### src/rtl/branch_operand_fwd_pkg.sv
// Shared types and constants for the ID-stage branch operand forwarding block.
// Forward-select codes, FSM state encoding and per-hazard stall depths.
package branch_operand_fwd_pkg;

    typedef enum logic [1:0] {
        FWD_RF  = 2'd0,
        FWD_MEM = 2'd1,
        FWD_WB  = 2'd2
    } fwd_sel_t;

    typedef enum logic {
        ST_IDLE  = 1'b0,
        ST_STALL = 1'b1
    } state_t;

    localparam logic [1:0] STALL_NONE     = 2'd0;
    localparam logic [1:0] STALL_LOAD_EX  = 2'd2;
    localparam logic [1:0] STALL_ALU_EX   = 2'd1;
    localparam logic [1:0] STALL_LOAD_MEM = 2'd1;

    function automatic logic [1:0] max_need(input logic [1:0] a, input logic [1:0] b);
        return (a > b) ? a : b;
    endfunction

endpackage

### src/rtl/branch_operand_fwd_if.sv
// Pipeline-side bundle for branch_operand_fwd: ID sources, EX/MEM/WB writer
// state in, comparator operands and stall out.
interface branch_operand_fwd_if #(
    parameter int DATA_W = 32,
    parameter int REG_W  = 5
);
    logic              id_branch;
    logic [REG_W-1:0]  id_rs;
    logic [REG_W-1:0]  id_rt;
    logic [DATA_W-1:0] id_rs_data;
    logic [DATA_W-1:0] id_rt_data;
    logic              ex_reg_write;
    logic              ex_mem_read;
    logic [REG_W-1:0]  ex_rd;
    logic              mem_reg_write;
    logic              mem_mem_read;
    logic [REG_W-1:0]  mem_rd;
    logic [DATA_W-1:0] mem_alu_result;
    logic              wb_reg_write;
    logic [REG_W-1:0]  wb_rd;
    logic [DATA_W-1:0] wb_data;
    logic [DATA_W-1:0] cmp_a;
    logic [DATA_W-1:0] cmp_b;
    logic              stall;

    modport master (
        output id_branch, id_rs, id_rt, id_rs_data, id_rt_data,
        output ex_reg_write, ex_mem_read, ex_rd,
        output mem_reg_write, mem_mem_read, mem_rd, mem_alu_result,
        output wb_reg_write, wb_rd, wb_data,
        input  cmp_a, cmp_b, stall
    );

    modport slave (
        input  id_branch, id_rs, id_rt, id_rs_data, id_rt_data,
        input  ex_reg_write, ex_mem_read, ex_rd,
        input  mem_reg_write, mem_mem_read, mem_rd, mem_alu_result,
        input  wb_reg_write, wb_rd, wb_data,
        output cmp_a, cmp_b, stall
    );
endinterface

### src/rtl/branch_operand_fwd_mux.sv
// branch_fwd_mux: one branch operand's dependency match, forward-source
// priority (MEM ALU result, then WB data, then register file) and stall need.
module branch_fwd_mux
    import branch_operand_fwd_pkg::*;
#(
    parameter int DATA_W = 32,
    parameter int REG_W  = 5
) (
    input  logic [REG_W-1:0]  src,
    input  logic [DATA_W-1:0] rf_data,
    input  logic              ex_reg_write,
    input  logic              ex_mem_read,
    input  logic [REG_W-1:0]  ex_rd,
    input  logic              mem_reg_write,
    input  logic              mem_mem_read,
    input  logic [REG_W-1:0]  mem_rd,
    input  logic [DATA_W-1:0] mem_alu_result,
    input  logic              wb_reg_write,
    input  logic [REG_W-1:0]  wb_rd,
    input  logic [DATA_W-1:0] wb_data,
    output logic [DATA_W-1:0] data,
    output logic [1:0]        need
);
    logic     src_nz;
    logic     dep_ex;
    logic     dep_mem;
    logic     dep_wb;
    fwd_sel_t sel;

    // r0 is hardwired; it can never carry a hazard or a forwarded value
    assign src_nz  = (src != '0);
    assign dep_ex  = ex_reg_write  && (ex_rd  == src) && src_nz;
    assign dep_mem = mem_reg_write && (mem_rd == src) && src_nz;
    assign dep_wb  = wb_reg_write  && (wb_rd  == src) && src_nz;

    always_comb begin
        sel = FWD_RF;
        if (dep_mem && !mem_mem_read) begin
            sel = FWD_MEM;
        end else if (dep_wb) begin
            sel = FWD_WB;
        end
    end

    always_comb begin
        data = rf_data;
        case (sel)
            FWD_MEM: data = mem_alu_result;
            FWD_WB:  data = wb_data;
            default: data = rf_data;
        endcase
    end

    always_comb begin
        need = STALL_NONE;
        if (dep_ex && ex_mem_read) begin
            need = STALL_LOAD_EX;
        end else if (dep_ex) begin
            need = STALL_ALU_EX;
        end else if (dep_mem && mem_mem_read) begin
            need = STALL_LOAD_MEM;
        end
    end

endmodule

### src/rtl/branch_operand_fwd.sv
// ID-stage branch operand forwarding with counted stall FSM.
// Optional stall statistics counter enabled by BRANCH_STALL_STATS_EN.
module branch_operand_fwd
    import branch_operand_fwd_pkg::*;
#(
    parameter int DATA_W = 32,
    parameter int REG_W  = 5
`ifdef BRANCH_STALL_STATS_EN
    ,
    parameter int CNT_W  = 32
`endif
) (
    input  logic                clk,
    input  logic                reset,
    branch_operand_fwd_if.slave bus
`ifdef BRANCH_STALL_STATS_EN
    ,
    output logic [CNT_W-1:0]    stall_cycles
`endif
);
    logic [DATA_W-1:0] data_rs;
    logic [DATA_W-1:0] data_rt;
    logic [1:0]        need_rs;
    logic [1:0]        need_rt;
    logic [1:0]        need;
    state_t            state;
    state_t            state_next;
    logic [1:0]        cnt;
    logic [1:0]        cnt_next;
    logic              stall_int;

    branch_fwd_mux #(.DATA_W(DATA_W), .REG_W(REG_W)) u_mux_rs (
        .src            (bus.id_rs),
        .rf_data        (bus.id_rs_data),
        .ex_reg_write   (bus.ex_reg_write),
        .ex_mem_read    (bus.ex_mem_read),
        .ex_rd          (bus.ex_rd),
        .mem_reg_write  (bus.mem_reg_write),
        .mem_mem_read   (bus.mem_mem_read),
        .mem_rd         (bus.mem_rd),
        .mem_alu_result (bus.mem_alu_result),
        .wb_reg_write   (bus.wb_reg_write),
        .wb_rd          (bus.wb_rd),
        .wb_data        (bus.wb_data),
        .data           (data_rs),
        .need           (need_rs)
    );

    branch_fwd_mux #(.DATA_W(DATA_W), .REG_W(REG_W)) u_mux_rt (
        .src            (bus.id_rt),
        .rf_data        (bus.id_rt_data),
        .ex_reg_write   (bus.ex_reg_write),
        .ex_mem_read    (bus.ex_mem_read),
        .ex_rd          (bus.ex_rd),
        .mem_reg_write  (bus.mem_reg_write),
        .mem_mem_read   (bus.mem_mem_read),
        .mem_rd         (bus.mem_rd),
        .mem_alu_result (bus.mem_alu_result),
        .wb_reg_write   (bus.wb_reg_write),
        .wb_rd          (bus.wb_rd),
        .wb_data        (bus.wb_data),
        .data           (data_rt),
        .need           (need_rt)
    );

    // Both operands share one stall window, so the longer need covers both
    assign need = max_need(need_rs, need_rt);

    always_ff @(posedge clk) begin
        if (reset) begin
            state <= ST_IDLE;
            cnt   <= '0;
        end else begin
            state <= state_next;
            cnt   <= cnt_next;
        end
    end

    always_comb begin
        state_next = state;
        cnt_next   = cnt;
        stall_int  = 1'b0;
        case (state)
            ST_IDLE: begin
                if (bus.id_branch && (need != STALL_NONE)) begin
                    stall_int = 1'b1;
                    cnt_next  = need - 2'd1;
                    if (need > 2'd1) begin
                        state_next = ST_STALL;
                    end
                end
            end
            ST_STALL: begin
                // hazard inputs are ignored here; ID is frozen for the count
                stall_int = 1'b1;
                cnt_next  = cnt - 2'd1;
                if (cnt == 2'd1) begin
                    state_next = ST_IDLE;
                end
            end
            default: begin
                state_next = ST_IDLE;
                cnt_next   = '0;
            end
        endcase
        if (reset) begin
            stall_int = 1'b0;
        end
    end

    assign bus.cmp_a = data_rs;
    assign bus.cmp_b = data_rt;
    assign bus.stall = stall_int;

`ifdef BRANCH_STALL_STATS_EN
    localparam logic [CNT_W-1:0] CNT_ONE = {{(CNT_W-1){1'b0}}, 1'b1};

    always_ff @(posedge clk) begin
        if (reset) begin
            stall_cycles <= '0;
        end else if (stall_int && (stall_cycles != '1)) begin
            stall_cycles <= stall_cycles + CNT_ONE;
        end
    end
`endif

endmodule

### src/flat_wrapper.sv
// flat-port wrapper written by rule: the top's interface ports become plain ports
module branch_operand_fwd_flat import branch_operand_fwd_pkg::*;
#(
    parameter int DATA_W = 32,
    parameter int REG_W  = 5

)
  (clk, reset, bus_id_branch, bus_id_rs, bus_id_rt, bus_id_rs_data, bus_id_rt_data, bus_ex_reg_write, bus_ex_mem_read, bus_ex_rd, bus_mem_reg_write, bus_mem_mem_read, bus_mem_rd, bus_mem_alu_result, bus_wb_reg_write, bus_wb_rd, bus_wb_data, bus_cmp_a, bus_cmp_b, bus_stall);
  branch_operand_fwd_if #(.DATA_W(DATA_W), .REG_W(REG_W)) bus_i ();
  input  logic clk;
  input  logic reset;
  input wire logic [$bits(bus_i.id_branch)-1:0] bus_id_branch;
  input wire logic [$bits(bus_i.id_rs)-1:0] bus_id_rs;
  input wire logic [$bits(bus_i.id_rt)-1:0] bus_id_rt;
  input wire logic [$bits(bus_i.id_rs_data)-1:0] bus_id_rs_data;
  input wire logic [$bits(bus_i.id_rt_data)-1:0] bus_id_rt_data;
  input wire logic [$bits(bus_i.ex_reg_write)-1:0] bus_ex_reg_write;
  input wire logic [$bits(bus_i.ex_mem_read)-1:0] bus_ex_mem_read;
  input wire logic [$bits(bus_i.ex_rd)-1:0] bus_ex_rd;
  input wire logic [$bits(bus_i.mem_reg_write)-1:0] bus_mem_reg_write;
  input wire logic [$bits(bus_i.mem_mem_read)-1:0] bus_mem_mem_read;
  input wire logic [$bits(bus_i.mem_rd)-1:0] bus_mem_rd;
  input wire logic [$bits(bus_i.mem_alu_result)-1:0] bus_mem_alu_result;
  input wire logic [$bits(bus_i.wb_reg_write)-1:0] bus_wb_reg_write;
  input wire logic [$bits(bus_i.wb_rd)-1:0] bus_wb_rd;
  input wire logic [$bits(bus_i.wb_data)-1:0] bus_wb_data;
  output wire logic [$bits(bus_i.cmp_a)-1:0] bus_cmp_a;
  output wire logic [$bits(bus_i.cmp_b)-1:0] bus_cmp_b;
  output wire logic [$bits(bus_i.stall)-1:0] bus_stall;
  assign bus_i.id_branch = bus_id_branch;
  assign bus_i.id_rs = bus_id_rs;
  assign bus_i.id_rt = bus_id_rt;
  assign bus_i.id_rs_data = bus_id_rs_data;
  assign bus_i.id_rt_data = bus_id_rt_data;
  assign bus_i.ex_reg_write = bus_ex_reg_write;
  assign bus_i.ex_mem_read = bus_ex_mem_read;
  assign bus_i.ex_rd = bus_ex_rd;
  assign bus_i.mem_reg_write = bus_mem_reg_write;
  assign bus_i.mem_mem_read = bus_mem_mem_read;
  assign bus_i.mem_rd = bus_mem_rd;
  assign bus_i.mem_alu_result = bus_mem_alu_result;
  assign bus_i.wb_reg_write = bus_wb_reg_write;
  assign bus_i.wb_rd = bus_wb_rd;
  assign bus_i.wb_data = bus_wb_data;
  assign bus_cmp_a = bus_i.cmp_a;
  assign bus_cmp_b = bus_i.cmp_b;
  assign bus_stall = bus_i.stall;
  branch_operand_fwd #(.DATA_W(DATA_W), .REG_W(REG_W)) u_core (.clk(clk), .reset(reset), .bus(bus_i));
endmodule
### config.mk
export PLATFORM = sky130hd
export DESIGN_NAME = branch_operand_fwd_flat
export DESIGN_NICKNAME = d
export VERILOG_FILES = /design/src/rtl/branch_operand_fwd_pkg.sv /design/src/rtl/branch_operand_fwd_if.sv /design/src/rtl/branch_operand_fwd_mux.sv /design/src/rtl/branch_operand_fwd.sv /design/src/flat_wrapper.sv
export SDC_FILE = /design/constraint.sdc
export NUM_CORES = 1
export LEC_CHECK = 0
export BUFFER_PORTS_ARGS = -buffer_cell sky130_fd_sc_hd__buf_2
export CORE_AREA = 2 2 89 91
export DETAILED_ROUTE_END_ITERATION = 10
export DIE_AREA = 0 0 91 93
export PLACE_DENSITY = 0.74
export REMOVE_ABC_BUFFERS = 1
export SLEW_MARGIN = 10
export SYNTH_ARGS = -nofsm -noshare
export SYNTH_HDL_FRONTEND = slang
export SYNTH_SLANG_ARGS = --single-unit
### constraint.sdc
create_clock -name clk -period 3.9 [get_ports clk]
set_input_delay 0.39 -clock clk [delete_from_list [all_inputs] [get_ports clk]]
set_output_delay 0.39 -clock clk [all_outputs]
set_load 0.03 [all_outputs]
==> out/metrics.csv, run 1 <==
stage;metric;value;unit
layout;Final Net Count;691;
cts;worst skew pair latency;220;ps
place;HPWL Detailed;7051;um
sta;Rel. slew slack;30.39;%
layout;Area growth syn-to-layout;61.68;%
sta;Final WS setup;152.9;ps
power_and_ir_drop;Leak;0.001552;uW
sta;Slew Limit Fails;0;
place;Setup WS pre-CTS;83.80;ps
detailed_routing;final WL;8364;um
cts;CTS root buffer;clkbuf_8;
detailed_routing;residual DRC count;0;
floorplan;Initial Util;27.46;%
status;status;completed;
detailed_routing;vias;2983;
cts;Clock Tree Buf Depth;2;
worst_setup_path;worst setup path class;in2out;
sta;setup violators final;0;
synth;largest family of logic cells by synthesized area;multiplexers;
floorplan;# IOs;226;
worst_setup_path;endpoint type of the worst setup path;primary output;
synth;Synth Cell Area;2067;um^2
power_and_ir_drop;Tot Pwr;479.0;uW
synth;mux cell area share after synthesis;30.99;%
power_and_ir_drop;pwr dens;143.3;nW/um^2
worst_setup_path;critical path peak fanout;4;
sta;fmax;0.2669;GHz
floorplan;die area;8463;um^2
global_route;antenna violations before repair;0;
synth;Post-Synth Adder-Cell Area;3.632;%
min_path;WHS Path Cells;2;
place;number of I/O port buffers;225;
detailed_routing;drt pass-1 iters;4;
sta;clock skew;2.422;ps
cts;clock sinks;3;
global_route;first-pass GRT wire length;12750;um
layout;Ant. Diodes;0;
cts;CTS tree;yes;
synth;Synth Instances;305;
sta;Period minus WS final;3747;ps
sta;worst-margin pin slew;1036;ps
layout;final design utilization;44.40;%
layout;most frequent cells in the layout;buf_2 (225), nor2_1 (71), a21oi_1 (68);
synth;Yosys cell types;33;
worst_setup_path;R2R setup slack;2910;ps
sta;Fin. Hold Viols;0;
worst_setup_path;worst path arrival time;3360;ps
detailed_routing;via-per-instance ratio;4.773;
cts;Max H-tree Level;1;
floorplan;Rows;32;
worst_setup_path;CP Launch Type;input port;
floorplan;core box area;7527;um^2
cts;postcts setup bufs;0;
global_route;largest net degree at the start of global routing;43;
sta;TNS Setup;0;ps
sta;worst hold slack;385.4;ps
cts;Inserted Clock Buffers;3;
global_route;global-route usage over all layers;17.89;%
detailed_routing;initial DRC count;69;
detailed_routing;DR WL/cell;13.38;um
global_route;number of global-route vias before repair;2834;
worst_setup_path;R2R depth;3;
synth;Compound-Gate Fraction of Synth Area;19.55;%
power_and_ir_drop;peak supply drop;0.08984;mV
min_path;Min-Delay Path Class;in2reg;
synth;number of synthesized register bits;3;
synth;sequential fraction of the synthesis area;2.906;%
run;Max-cap violations;0;
synth;Mapped Avg Cell Area;6.777;um^2
layout;fill count;788;
cts;Worst-path clk slew;30;ps
synth;Post-Synth XOR/XNOR Area;12.71;%
layout;share of layout cells above drive strength 1;47.80;%
worst_setup_path;CP Data Required Time;3510;ps
synth;simple-gate share of the synthesized area;22.70;%
sta;final period utilization;96.08;%
layout;commonest non-fill, non-tap cell in the layout;buf_2;
floorplan;die span in y;93;um
synth;Syn. warnings;0;
place;GP Congestion;0.8557;
global_route;grt ovf;0;
detailed_routing;Antenna Nets Post-Route;0;
floorplan;die width;91;um
## power breakdown
group / internal (uW) / total (uW) / switching [uW]
sequential: 31.5 / 31.8 / 0.329
combinational: 147 / 357 / 210
clock: 69.7 / 90.3 / 20.6
## timing repair
action	CTS	global route
resized for setup	0	6
setup endpoints to repair	0	1
hold buffers	0	0
## sequential cells by signal, summed over array words and instances, names as in the netlist
| register | flops |
|---|---|
| u_core.cnt | 2 |
| u_core.state | 1 |
## worst max-delay path, cell delays in order
cell      delay, ps
buf_2           130
or4_1           550
nor2_2          150
buf_4           150
nor4_1           60
nor3b_2         180
a21oi_1         170
ha_1            250
nand2_1          80
o21a_1          210
nor2_1           60
a22o_1          260
a211oi_2        200
ha_1            170
nor2b_1          50
nor2_1           80
nor2_1           40
buf_2           170
## metal layers
metal / GRT usage [%] / vias to the layer above / routed length, um
met1: 21.39 / 1314 / 3370
li1: - / 1529 / -
met4: 4.672 / 0 / 86
met5: 0 / - / 0
met2: 33.15 / 132 / 4328
met3: 2.901 / 8 / 579
## cell usage after synthesis, drive strengths merged
cell	n	area share, %
or4	3	1.3
nand4	4	1.2
a2111o	1	0.54
nand2b	1	0.30
inv	4	0.73
nand2	4	0.73
nor3	1	0.24
a21oi	69	17
nor4	6	2.4
mux2i	64	31
a211oi	2	0.73
nor2b	3	0.91
nor2	74	14
nor3b	1	0.36
o31ai	1	0.36
xnor2	18	7.6
a22o	1	0.42
and2	1	0.30
or3b	1	0.42
o21ai	1	0.24
xor2	12	5.1
nand3b	1	0.36
ha	6	3.6
nand3	2	0.48
buf	20	6.8
o21a	1	0.36
dfxtp	3	2.9
## stage by stage
stage / cell area [um^2] / instances
after floorplan: 1927 / 285
after global placement: 3266 / 621
after detailed placement: 3266 / 621
after CTS: 3311 / 625
after global routing: 3342 / 625
final: 3342 / 625
## final timing paths
kind                     start             to
hold / removal           reset  u_core.cnt[0]
setup / recovery  bus_id_rs[1]      bus_stall
setup reg to reg  u_core.state  u_core.cnt[0]
hold reg to reg   u_core.state  u_core.cnt[1]
## area by class of cell
type                    instances  area [um^2]  area share, %
clock buffers                   4        45.04          1.348
repair buffers                234         1194          35.72
multi-input cells             278         1901          56.87
well taps                     102        127.6          3.819
inverters                       4        15.01         0.4493
flip-flops and latches          3        60.06          1.797
## kinds of logic (layout without fill, tap and decap cells)
| logic type | after synthesis | in the layout |
|---|---|---|
| buffers and inverters | 24 | 242 |
| adder cells (fa/ha/maj) | 6 | 6 |
| AO/OA/AOI/OAI | 76 | 76 |
| XOR/XNOR | 30 | 30 |
| flip-flops | 3 | 3 |
| AND/OR/NAND/NOR | 102 | 102 |
| multiplexers | 64 | 64 |
(Power assumes the default switching activity.)
==> run 2, diff against run 1 <==
--- a/config.mk
+++ b/config.mk
@@ -6,12 +6,13 @@
 export NUM_CORES = 1
 export LEC_CHECK = 0
 export BUFFER_PORTS_ARGS = -buffer_cell sky130_fd_sc_hd__buf_2
-export CORE_AREA = 2 2 89 91
+export CORE_AREA = 2 2 88 90
 export DETAILED_ROUTE_END_ITERATION = 10
-export DIE_AREA = 0 0 91 93
-export PLACE_DENSITY = 0.74
+export DIE_AREA = 0 0 90 92
+export PLACE_DENSITY = 0.77
 export REMOVE_ABC_BUFFERS = 1
 export SLEW_MARGIN = 10
 export SYNTH_ARGS = -nofsm -noshare
 export SYNTH_HDL_FRONTEND = slang
+export SYNTH_HIERARCHICAL = 1
 export SYNTH_SLANG_ARGS = --single-unit
==> out/metrics.csv, run 2 <==
stage;metric;value;unit;change
worst_setup_path;Crit path max-delay family;simple AND/OR/NAND/NOR gates;;
detailed_routing;DR WL/cell;13.17;um;-1.6%
worst_setup_path;CP Cell Sequence;buf_2 -> or4_1 -> nor2_1 -> nor4_1 -> mux2i_1 -> inv_1 -> ha_1 -> nor4b_2 -> a311oi_1 -> ha_1 -> nor2b_4 -> nor2_1 -> nor2_1 -> buf_2;;
global_route;grt ovf;0;;unchanged
synth;largest cells by area after synthesis;nand2_1 (23%), a31oi_1 (18%), nor2_1 (12%);;
power_and_ir_drop;peak supply drop;0.2795;mV;+210%
cts;worst skew pair latency;210;ps;about the same
synth;Post-synth EDFFs;0;;unchanged
detailed_routing;Met1 Wirelength;3611;um;+7.2%
synth;Yosys cell types;33;;unchanged
detailed_routing;DR WL met2;4542;um;+4.9%
sta;unrepaired setup endpoints after global routing;false;;
layout;most frequent cells in the layout;buf_2 (225), nand2_1 (132), nor2_1 (70);;
floorplan;# IOs;226;;unchanged
power_and_ir_drop;Leak;0.001760;uW;+13%
sta;clock skew;2.152;ps;-0.2701 ps
sta;TNS Setup;0;ps;unchanged
min_path;Min-Delay Path Class;in2reg;;
detailed_routing;initial DRC count;160;;+130%
synth;Top FF cell, synth;dfxtp_1;;
synth;Synth Instances;383;;+26%
floorplan;Rows;32;;unchanged
cts;clock sinks;3;;unchanged
worst_setup_path;Reg-to-Reg Start;u_core/cnt[1];;
cts;Inserted Clock Buffers;3;;unchanged
floorplan;die area;8280;um^2;-2.2%
worst_setup_path;CP Launch Type;input port;;
worst_setup_path;CP most frequent cell;nor2_1;;
floorplan;die span in y;92;um;-1.1%
layout;largest reg by FF count;u_core/cnt;;
worst_setup_path;CP max stage cell;or4_1;;
synth;Syn. warnings;6;;+6
worst_setup_path;worst setup path start;bus_id_rs[2];;
detailed_routing;drt pass-1 iters;4;;unchanged
cts;CTS tree;yes;;
synth;Synth Cell Area;2167;um^2;+4.8%
floorplan;Initial Util;29.10;%;+1.6 points
sta;Period minus WS final;3629;ps;-117.8 ps
layout;Top Registers;u_core/cnt (2), u_core/state (1);;
sta;worst-margin pin slew;696.8;ps;-339.6 ps
synth;number of synthesized register bits;3;;unchanged
floorplan;core box area;7447;um^2;-1.1%
synth;synth cell count leaders;nand2_1 (132), nor2_1 (70), a31oi_1 (64), xor2_1 (18), buf_6 (14);;
synth;Yosys top cell area share;22.86;%;-8.1 points
cts;Hold Buf Count CTS;0;;unchanged
layout;share of layout cells above drive strength 1;41.79;%;-6.0 points
detailed_routing;met3 WL;862;um;+49%
synth;Post-synth ARST share;0;%;unchanged
detailed_routing;residual DRC count;0;;unchanged
worst_setup_path;endpoint type of the worst setup path;primary output;;
floorplan;die width;90;um;-1.1%
min_path;hold_sp;reset;;
worst_setup_path;Bufs and invs on worst path;3;;unchanged
worst_setup_path;critical path peak fanout;4;;unchanged
detailed_routing;final WL;9155;um;+9.5%
global_route;antenna violations before repair;2;;+2
sta;setup violators final;0;;unchanged
synth;Mapped Avg Cell Area;5.658;um^2;-17%
cts;Worst-path clk slew;30;ps;about the same
sta;Slew Limit Fails;0;;unchanged
place;number of I/O port buffers;225;;unchanged
sta;fmax;0.2755;GHz;+3.2%
synth;sequential fraction of the synthesis area;2.771;%;-0.13 points
detailed_routing;vias;3509;;+18%
status;status;completed;;
sta;final period utilization;93.06;%;-3.0 points
layout;Area growth syn-to-layout;54.68;%;
global_route;first-pass GRT wire length;14720;um;+15%
worst_setup_path;CP Data Required Time;3510;ps;about the same
worst_setup_path;Largest stage delay, worst path;580;ps;+30 ps
power_and_ir_drop;pwr dens;144.6;nW/um^2;+0.86%
sta;Rel. slew slack;53.43;%;+23 points
global_route;number of global-route vias before repair;3317;;+17%
place;GP Congestion;0.8152;;-4.7%
worst_setup_path;worst path arrival time;3240;ps;-120 ps
cts;CTS root buffer;clkbuf_8;;
synth;top-count cell post-synth;nand2_1;;
cts;Clock Tree Buf Depth;2;;unchanged
run;Max-cap violations;0;;unchanged
detailed_routing;Antenna Nets Post-Route;0;;unchanged
detailed_routing;via-per-instance ratio;5.049;;+5.8%
layout;final design utilization;45.01;%;+0.61 points
layout;commonest non-fill, non-tap cell in the layout;buf_2;;
worst_setup_path;worst setup path class;in2out;;
global_route;global-route usage over all layers;20.84;%;+3.0 points
global_route;largest net degree at the start of global routing;41;;-4.7%
sta;Fin. Hold Viols;0;;unchanged
cts;Max H-tree Level;1;;unchanged
detailed_routing;Top Layer Used;met4;;
layout;Final Net Count;759;;+9.8%
cts;postcts setup bufs;0;;unchanged
layout;Largest register FFs;2;;unchanged
synth;area leader, netlist;nand2_1;;
place;HPWL Detailed;7610;um;+7.9%
-- run 2: changes by cell type in the layout (fill, tap and decap cells not counted), moves of 4 or more --
cell | before | now
a21oi_1 | 68 | 2
a31oi_1 | 0 | 64
inv_1 | 4 | 8
mux2i_1 | 64 | 3
nand2_1 | 4 | 132
xnor2_1 | 18 | 10
xor2_1 | 12 | 18
-- run 2: path summary, 6_finish.rpt --
kind / end / slack (ps) / cells past startpoint
max: bus_stall / 270 / 14
min: u_core/cnt[1] / 390 / 2
max reg2reg: u_core/cnt[1] / 3030 / 4
min reg2reg: u_core/cnt[0] / 540 / 2
-- run 2: logic make-up (layout without fill, tap and decap cells) --
group	after synthesis	in the layout	share of synthesized area (%)
flops	3	3	2.771
simple gates	228	228	43.59
xor+xnor	28	28	11.32
mux	3	3	1.386
other cells	0	2	0
compound gates	77	77	25.46
fa+ha+maj	6	6	3.464
buf+inv	38	246	12.01
-- run 2: repair_timing --
item / CTS / global route
gates resized for setup: 0 / 1
endpoints found under the setup margin: 0 / 1
hold endpoints to repair: 0 / 0
-- run 2: final cells by class --
| type | count | area (um^2) |
|---|---|---|
| tap | 102 | 127.6 |
| timing repair buffer | 234 | 1231 |
| antenna | 2 | 5.005 |
| inverter | 8 | 30.03 |
| fill | 790 | 4095 |
| sequential | 3 | 60.06 |
| multi-input combinational | 342 | 1853 |
| clock buffer | 4 | 45.04 |
-- run 2: per-stage QoR --
step	std cells	hold WS [ps]	cell area [um^2]	power (uW)	setup slack [ps]
final	695	389.4	3352	484.6	270.6
after global routing	693	400.0	3347	517.2	4.869
after CTS	693	385.3	3341	486.3	188.2
after detailed placement	689	527.5	3296	394.8	193.0
after global placement	689	507.2	3296	388.3	317.0
after floorplan	353	459.1	1937	228.8	474.8
-- run 2: per-layer routing --
metal / GRT usage [%] / vias up
met3: 4.684 / 14
met4: 3.718 / 0
met5: 0 / -
met2: 39.47 / 198
li1: - / 1727
met1: 24.09 / 1570
-- run 2: worst register-to-register path: cells and delay by family (launching register included) --
kind	cells	cell delay (ps)
AO/OA/AOI/OAI	1	120
adder cells (fa/ha/maj)	1	260
buffers and inverters	1	50
flip-flops	1	330
AND/OR/NAND/NOR	1	50
-- run 2: power breakdown --
| group | total (uW) | internal (uW) | switching, uW |
|---|---|---|---|
| clock | 88.8 | 69.6 | 19.2 |
| sequential | 31.9 | 31.5 | 0.368 |
| combinational | 364 | 143 | 221 |
==> run 3, diff against run 2 <==
--- a/config.mk
+++ b/config.mk
@@ -5,11 +5,12 @@
 export SDC_FILE = /design/constraint.sdc
 export NUM_CORES = 1
 export LEC_CHECK = 0
+export ABC_AREA = 1
 export BUFFER_PORTS_ARGS = -buffer_cell sky130_fd_sc_hd__buf_2
-export CORE_AREA = 2 2 88 90
+export CORE_MARGIN = 2
+export CORE_UTILIZATION = 43
 export DETAILED_ROUTE_END_ITERATION = 10
-export DIE_AREA = 0 0 90 92
-export PLACE_DENSITY = 0.77
+export PLACE_DENSITY = 0.91
 export REMOVE_ABC_BUFFERS = 1
 export SLEW_MARGIN = 10
 export SYNTH_ARGS = -nofsm -noshare
==> out/metrics.csv, run 3 <==
stage;metric;value;unit;change
power_and_ir_drop;peak supply drop;0.1975;mV;-29%
worst_setup_path;Largest stage delay, worst path;330;ps;-250 ps
floorplan;Initial Util;43.80;%;+15 points
detailed_routing;final WL;12410;um;+36%
worst_setup_path;worst path arrival time;2710;ps;-530 ps
synth;Top FF cell, synth;dfxtp_1;;
sta;worst-margin pin slew;909.2;ps;+212.4 ps
detailed_routing;drt pass-1 iters;7;;+3
cts;Inserted Clock Buffers;3;;unchanged
power_and_ir_drop;pwr dens;139.7;nW/um^2;-3.4%
floorplan;# IOs;226;;unchanged
cts;worst skew pair latency;210;ps;about the same
cts;Hold Buf Count CTS;0;;unchanged
global_route;largest net degree at the start of global routing;65;;+59%
cts;CTS tree;yes;;
detailed_routing;DR WL/cell;15.85;um;+20%
synth;Post-synth EDFFs;0;;unchanged
cts;CTS root buffer;clkbuf_8;;
place;number of I/O port buffers;225;;unchanged
detailed_routing;vias;4547;;+30%
detailed_routing;Top Layer Used;met4;;
sta;Rel. slew slack;39.39;%;-14 points
cts;postcts setup bufs;0;;unchanged
place;placed instance count;779;;+13%
floorplan;die area;8009;um^2;-3.3%
layout;largest reg by FF count;u_core/cnt;;
sta;Period minus WS final;3098;ps;-531.8 ps
worst_setup_path;critical path peak fanout;4;;unchanged
cts;clock sinks;3;;unchanged
floorplan;core box area;7176;um^2;-3.6%
min_path;Min-Delay Path Class;in2reg;;
global_route;antenna violations before repair;0;;-2
detailed_routing;Antenna Nets Post-Route;0;;unchanged
sta;clock skew;0.02680;ps;-2.125 ps
detailed_routing;residual DRC count;0;;unchanged
synth;Synth Cell Area;3143;um^2;+45%
layout;Top Registers;u_core/cnt (2), u_core/state (1);;
layout;final design utilization;58.36;%;+13 points
detailed_routing;met3 WL;1238;um;+44%
sta;TNS Setup;0;ps;unchanged
layout;Largest register FFs;2;;unchanged
synth;area leader, netlist;nand3_1;;
worst_setup_path;CP Cell Sequence;buf_2 -> xnor2_1 -> nand2_1 -> nor3_1 -> nand2_1 -> nor2_1 -> inv_1 -> ha_1 -> o21ai_2 -> nand3_1 -> and2_1 -> ha_1 -> inv_1 -> nand2_2 -> a21oi_1 -> buf_2;;
synth;top-count cell post-synth;nand3_1;;
layout;Ant. Diodes;0;;-2
synth;sequential fraction of the synthesis area;1.911;%;-0.86 points
layout;Area growth syn-to-layout;33.24;%;
sta;unrepaired setup endpoints after global routing;false;;
cts;Clock Tree Buf Depth;2;;unchanged
layout;commonest non-fill, non-tap cell in the layout;buf_2;;
synth;Syn. warnings;6;;unchanged
sta;setup violators final;0;;unchanged
power_and_ir_drop;Leak;0.002111;uW;+20%
status;status;completed;;
place;GP Congestion;0.9652;;+18%
global_route;first-pass GRT wire length;18130;um;+23%
floorplan;die span in y;89.50;um;-2.7%
worst_setup_path;CP max stage cell;ha_1;;
cts;PostCTS Resize Cnt;0;;unchanged
layout;non-filler cells, final;783;;+13%
layout;fill count;652;;-17%
sta;Fin. Hold Viols;0;;unchanged
floorplan;die width;89.50;um;-0.56%
detailed_routing;DR WL met2;6215;um;+37%
synth;Post-synth ARST share;0;%;unchanged
run;Max-cap violations;0;;unchanged
cts;Worst-path clk slew;30;ps;about the same
synth;synth cell count leaders;nand3_1 (134), nand2_1 (64), nand3_2 (64), nand4_1 (64), inv_1 (30);;
synth;Synth Instances;490;;+28%
sta;Slew Limit Fails;0;;unchanged
sta;fmax;0.3228;GHz;+17%
detailed_routing;Met1 Wirelength;4632;um;+28%
global_route;number of global-route vias before repair;3890;;+17%
layout;share of layout cells above drive strength 1;50.15;%;+8.4 points
detailed_routing;via-per-instance ratio;5.807;;+15%
synth;number of synthesized register bits;3;;unchanged
worst_setup_path;CP Data Required Time;3510;ps;about the same
synth;Yosys cell types;30;;-9.1%
detailed_routing;initial DRC count;412;;+160%
synth;Yosys top cell area share;21.34;%;-1.5 points
place;HPWL Detailed;9235;um;+21%
worst_setup_path;CP Launch Type;input port;;
synth;Mapped Avg Cell Area;6.414;um^2;+13%
synth;largest cells by area after synthesis;nand3_1 (21%), nand3_2 (20%), nand4_1 (13%);;
sta;final period utilization;79.43;%;-14 points
global_route;grt ovf;0;;unchanged
worst_setup_path;endpoint type of the worst setup path;primary output;;
layout;Final Net Count;852;;+12%
cts;Max H-tree Level;1;;unchanged
floorplan;Rows;31;;-3.1%
layout;most frequent cells in the layout;buf_2 (225), nand3_1 (134), nand2_1 (64), nand3_2 (64), nand4_1 (64);;
global_route;global-route usage over all layers;27.87;%;+7.0 points
worst_setup_path;worst setup path class;in2out;;
run 3: changes by cell type after synthesis, moves of 59 or more:
cell | previous run | this run
nand4_1 | 2 | 64
nand3_1 | 2 | 134
nor2_1 | 70 | 11
nand3_2 | 0 | 64
nand2_1 | 132 | 64
a31oi_1 | 64 | 0
run 3: kinds of logic (layout without fill, tap and decap cells):
logic type / count (synthesis) / count (layout) / share of synthesized area [%]
buf+inv: 87 / 281 / 15.41
fa+ha+maj: 6 / 6 / 2.388
compound gates: 15 / 15 / 3.344
xor+xnor: 8 / 8 / 2.229
simple gates: 371 / 371 / 74.72
flops: 3 / 3 / 1.911
run 3: power breakdown:
group          leakage, uW  switching (uW)  total, uW  internal (uW)
clock            0.0000228            20.6       90.3           69.7
sequential       0.0000242           0.343       31.8           31.5
combinational      0.00206             304        463            158
run 3: critical path: cells and delay by family:
family | cells | cell delay (ps)
AO/OA/AOI/OAI | 2 | 290
XOR/XNOR | 1 | 150
adder cells (fa/ha/maj) | 2 | 500
buffers and inverters | 4 | 490
AND/OR/NAND/NOR | 7 | 870
run 3: stage by stage:
step / power [uW] / cell area, um^2 / hold slack (ps) / worst slack [ps]
after CTS: 584.0 / 4188 / 367.6 / 839.0
after global routing: 628.6 / 4188 / 390.6 / 568.9
after detailed placement: 490.4 / 4143 / 520.5 / 871.9
final: 584.9 / 4188 / 370.4 / 802.4
after global placement: 481.0 / 4143 / 509.7 / 952.9
after floorplan: 295.2 / 2828 / 452.4 / 804.8
run 3: final cells by class:
cell class	count	area, um^2	area share [%]
multi-input combinational	400	2599	62.06
clock buffer	4	45.04	1.076
inverter	45	168.9	4.033
tap	99	123.9	2.958
sequential	3	60.06	1.434
timing repair buffer	232	1191	28.44
run 3: final timing paths:
path	start	end	slack (ps)	cells after the start
setup / recovery	bus_id_rs[0]	bus_stall	800	16
hold / removal	reset	u_core/state	370	2
setup reg to reg	u_core/cnt[1]	u_core/cnt[1]	2920	4
hold reg to reg	u_core/cnt[1]	u_core/cnt[1]	530	2
run 3: metal layers:
metal | GRT usage [%] | vias to the layer above
li1 | - | 2140
met1 | 34.53 | 2019
met2 | 49.23 | 339
met3 | 3.324 | 49
met4 | 10.18 | 0
met5 | 0 | -
